`src/rtl/seg_display_arbiter.sv`:
```
// Round-robin owner arbitration for the shared 32-bit seven-segment display value, with a minimum hold per grant.
// Optional macro SEG_ARB_PREEMPT_EN: requester 0 preempts any other owner during HOLD.
module seg_display_arbiter #(
  parameter int NUM_REQ     = 3,
  parameter int HOLD_CYCLES = 50000000
) (
  input  logic                  clk,
  input  logic                  rst,
  input  logic [NUM_REQ-1:0]    req,
  input  logic [32*NUM_REQ-1:0] req_data,
  output logic [NUM_REQ-1:0]    grant,
  output logic [31:0]           disp_data,
  output logic                  disp_valid,
  output logic                  hold_done
);

  localparam int CNT_W = $clog2(HOLD_CYCLES);
  localparam int IDX_W = $clog2(NUM_REQ);
  localparam logic [CNT_W-1:0] CNT_LAST = CNT_W'(HOLD_CYCLES - 1);
  localparam logic [CNT_W-1:0] CNT_PRE  = CNT_W'(HOLD_CYCLES - 2);
  localparam logic [IDX_W-1:0] IDX_INIT = IDX_W'(NUM_REQ - 1);

  typedef enum logic {IDLE, HOLD} state_t;

  state_t             state;
  logic [CNT_W-1:0]   cnt;
  logic [IDX_W-1:0]   last;
  logic               rr_found;
  logic [IDX_W-1:0]   rr_idx;
  logic [31:0]        rr_data;
  logic [31:0]        owner_data;
  logic [NUM_REQ-1:0] rr_onehot;

  // Search last+1 .. last+NUM_REQ; descending loop lets the nearest hit win, and
  // last itself (k == NUM_REQ) is considered only when no one else requests.
  always_comb begin
    rr_found = 1'b0;
    rr_idx   = last;
    for (int k = NUM_REQ; k >= 1; k--) begin
      if (req[(int'(last) + k) % NUM_REQ]) begin
        rr_found = 1'b1;
        rr_idx   = IDX_W'((int'(last) + k) % NUM_REQ);
      end
    end
  end

  assign rr_data    = req_data[32*int'(rr_idx) +: 32];
  assign owner_data = req_data[32*int'(last) +: 32];
  assign rr_onehot  = NUM_REQ'(1) << rr_idx;

  // NOTE: asynchronous reset clears every register, including disp_data, the moment rst rises.
  always_ff @(posedge clk or posedge rst) begin
    if (rst) begin
      state      <= IDLE;
      cnt        <= '0;
      last       <= IDX_INIT;
      grant      <= '0;
      disp_data  <= 32'h0;
      disp_valid <= 1'b0;
      hold_done  <= 1'b0;
    end else begin
      hold_done <= 1'b0;
      case (state)
        IDLE: begin
          grant <= '0;
          if (rr_found) begin
            grant      <= rr_onehot;
            disp_data  <= rr_data;
            last       <= rr_idx;
            cnt        <= '0;
            disp_valid <= 1'b1;
            state      <= HOLD;
          end
        end
        HOLD: begin
`ifdef SEG_ARB_PREEMPT_EN
          if (req[0] && last != '0) begin
            grant     <= NUM_REQ'(1);
            disp_data <= req_data[31:0];
            cnt       <= '0;
            last      <= '0;
          end else
`endif
          if (cnt == CNT_LAST) begin
            if (rr_found) begin
              grant     <= rr_onehot;
              disp_data <= rr_data;
              last      <= rr_idx;
              cnt       <= '0;
            end else begin
              grant <= '0;
              cnt   <= '0;
              state <= IDLE;
            end
          end else begin
            cnt <= cnt + 1'b1;
            // hold_done is registered so it is high exactly while cnt sits at its last value.
            hold_done <= (cnt == CNT_PRE);
            if (req[last]) disp_data <= owner_data;
          end
        end
        default: state <= IDLE;
      endcase
    end
  end

endmodule

```
`config.mk`:
```
export PLATFORM = sky130hd
export DESIGN_NAME = seg_display_arbiter
export DESIGN_NICKNAME = d
export VERILOG_FILES = /design/src/rtl/seg_display_arbiter.sv
export SDC_FILE = /design/constraint.sdc
export NUM_CORES = 1
export LEC_CHECK = 0
export ABC_AREA = 1
export BUFFER_PORTS_ARGS = -buffer_cell sky130_fd_sc_hd__buf_4
export CAP_MARGIN = 20
export CORE_MARGIN = 5
export CORE_UTILIZATION = 29
export DETAILED_ROUTE_END_ITERATION = 8
export PLACE_DENSITY = 0.5
export SLEW_MARGIN = 20
export SYNTH_ARGS = -nofsm -noshare
export SYNTH_HDL_FRONTEND = slang
export SYNTH_SLANG_ARGS = --single-unit
export TNS_END_PERCENT = 20
```
`constraint.sdc`:
```
create_clock -name clk -period 2.77 [get_ports clk]
set_clock_uncertainty 0.05 [all_clocks]
set_input_delay 0.554 -clock clk [delete_from_list [all_inputs] [get_ports clk]]
set_output_delay 0.554 -clock clk [all_outputs]
set_load 0.02 [all_outputs]
```
==> results.yml <==
status:
  status: "finished, final reports clean"
pwr:
  power.switching_uw: 884
  comb_power_share: 0.216
  swShare: 0.310
  seqPwrFrac: 0.367
  clkPwrFrac: 0.417
  power_density_nw_per_um2: 376
  p_leak_uw: 0.00373
  peakVddDrop_uv: 283
  p_int_uw: 1970
grt:
  grt_pass1_vias: 6725
  grt_pass1_wl_mm: 36.5
  overflow: 0
  antenna_found_initial: 0
  grt_max_degree: 66
  grt_usage: 0.191
clock_tree:
  clkLatencyLatePin_ps: 340
  cts_max_path_buffers: 2
  postCtsSetupRepairBufs: 0
  htree_levels: 3
  cts_tree: "yes"
  numCtsBuffers: 9
  path_clk_slew_ps: 60
  hold_buffers: 0
  clock-sinks: 66
  cts_resized: 0
  cts_root_buffer: "clkbuf_16"
sta:
  hold_viol: 0
  period_needed_ps: 2450
  fmax_mhz: 408
  relSlewSlack: 0.707
  tightestPinTransition_ps: 440
  slew_violations: 0
  finalSetupViolations: 0
  hold-worst-slack_ps: 84.6
  rsz0062_at_grt: "no"
  setup_tns_ps: 0
  finalCritPeriodShare: 0.886
die:
  design.die.area_um2: 23400
  io_pins: 138
  core.rowCount: 52
  core_um2: 20200
  initial_utilization: 0.293
  die_y_um: 153
  fp.dieW_um: 153
cells_and_area:
  diodes: 0
  mostFrequentLayoutCells: "nand2_1, buf_4, nand3_1"
  num-fill-cells: 2265
  drive_gt1_frac: 0.232
  regArea_um2: 1650
  syn2layout_area_growth_pct: 28.2
  multi_input_area_um2: 3550
  final_nets: 1181
  final_common_cell: "nand2_1"
synthesis:
  yosysUniqueCellTypes: 42
  synthFlopType: "dfrtp_1"
  synth_edf_count: 0
  synthArstFlopShare: 1.00
  syn-num-nets: 1056
  netlist_instances: 949
  yosysWarnings: 0
  ys_seq_area_frac: 0.279
  syn_area_um2: 5920
  syn_area_per_cell_um2: 6.24
  ys_ff_latch: 66
drt:
  drc: 0
  drt_first_pass_iters: 6
  vias: 6732
  via_per_inst: 4.99
  routedWlPerCell_um: 16.6
  drt_iter0_drc: 659
  drtAntennaViolNets: 0
  routed_wl_mm: 22.4
placed_design:
  place_hpwl_mm: 15.9
  gp_congestion: 0.866
  io_buffers: 137
critical_path:
  cpMaxStageDelayCell: "dfrtp_1"
  cp_data_arrival_time_ps: 2630
  cpMostUsedCell: "nand3_1"
  cp-end-kind: "register"
  regToRegStartpoint: "last[0]"
  startpoint_type: "register"
  regToRegSetupSlack_ps: 320
  slowest_delay_ps: 360
  worstSetupPathType: "reg -> reg"
  ff2ff_path_depth: 14
  crit_chain: "buf_4 -> ha_1 -> inv_2 -> nand2_1 -> nand3_1 -> nand3_1 -> nand3_1 -> nand2_2 -> nand2_2 -> buf_12 -> nand3_1 -> nand2_1 -> o21ai_1 -> nand2_1"
  worst-path-max-fanout: 36
  rr_endpoint: "disp_data[16]"
  cp.required_ps: 2950
job:
  maxCapViolCount: 0
hold_path:
  hold_path.class: "in -> async"
## logic make-up (layout without fill, tap and decap cells)
group                      Yosys count  in the layout  synth area share
buffers and inverters              166            296             0.123
xor gates and xnor gates            10             10            0.0148
AOI/OAI and AO/OA                  168            168             0.164
DFF                                 66             66             0.279
and+or+nand+nor                    533            533             0.406
adders and majority gates            6              6            0.0127
## stage by stage
step | std cells | instance area [µm²] | utilization | setup WS, ps | total power [µW]
after floorplan | 949 | 5920 | - | 288 | 1370
after global placement | 1333 | 7280 | 0.361 | 342 | 1690
after detailed placement | 1333 | 7280 | 0.361 | 320 | 1680
after CTS | 1349 | 7580 | 0.376 | 304 | 2890
after global routing | 1349 | 7580 | 0.376 | 12.4 | 3010
final | 1349 | 7580 | 0.376 | 317 | 2850
## layout make-up
class / instances / share of cell area
Inverter: 111 / 0.0549
Sequential cell: 66 / 0.218
Tap cell: 270 / 0.0445
Timing Repair Buffer: 169 / 0.174
Clock inverter: 7 / 0.0104
Multi-Input combinational cell: 717 / 0.469
Clock buffer: 9 / 0.0297
## worst max-delay path, delay by kind of cell (launching register included)
| kind | cells | cell delay (ps) |
|---|---|---|
| AOI/OAI and AO/OA | 1 | 150 |
| adders and majority gates | 1 | 300 |
| buffers and inverters | 3 | 650 |
| DFF | 1 | 360 |
| and+or+nand+nor | 9 | 820 |
## state kept, by name, indices dropped and copies added, names as in the netlist
signal,flops
last,2
disp_data,32
state,1
grant,3
hold_done,1
cnt,26
disp_valid,1
## how the worst max path moves through the flow
| stage | from | end | slack, ps | cells after the start |
|---|---|---|---|---|
| after floorplan | last[0] | disp_data[17] | 290 | 16 |
| after global placement | last[0] | disp_data[17] | 340 | 13 |
| after detailed placement | last[0] | disp_data[29] | 320 | 14 |
| after CTS | last[0] | disp_data[31] | 300 | 13 |
| after global routing | last[0] | disp_data[26] | 10 | 14 |
| final | last[0] | disp_data[16] | 320 | 14 |
## layer usage
layer	up-vias	global-route usage	part of all wire
li1	3376	-	-
met1	3080	0.267	0.46
met2	253	0.305	0.45
met3	23	0.0342	0.066
met4	0	0.0492	0.014
met5	-	0	0
## power groups by stage
stage / Clock (µW) / Combinational [µW] / Sequential [µW]
after floorplan: 0 / 268 / 1100
after global placement: 0 / 618 / 1070
after detailed placement: 0 / 618 / 1060
after CTS: 1220 / 620 / 1050
after global routing: 1270 / 685 / 1050
final: 1190 / 616 / 1050
## Yosys cell counts, types with 6 or more instances
cell type | count | area share
nand2_1 | 243 | 0.15
nand3_1 | 116 | 0.098
nor2_1 | 94 | 0.060
inv_1 | 70 | 0.044
dfrtp_1 | 65 | 0.27
o21ai_1 | 46 | 0.039
nand4_1 | 44 | 0.047
a21oi_1 | 43 | 0.036
o21ai_0 | 40 | 0.034
clkinv_1 | 25 | 0.016
o21ai_2 | 25 | 0.037
buf_2 | 22 | 0.019
clkbuf_1 | 16 | 0.010
inv_2 | 16 | 0.010
nor3_1 | 14 | 0.012
buf_4 | 9 | 0.011
xor2_1 | 8 | 0.012
buf_6 | 6 | 0.011
ha_1 | 6 | 0.013
(Power assumes the default switching activity.)
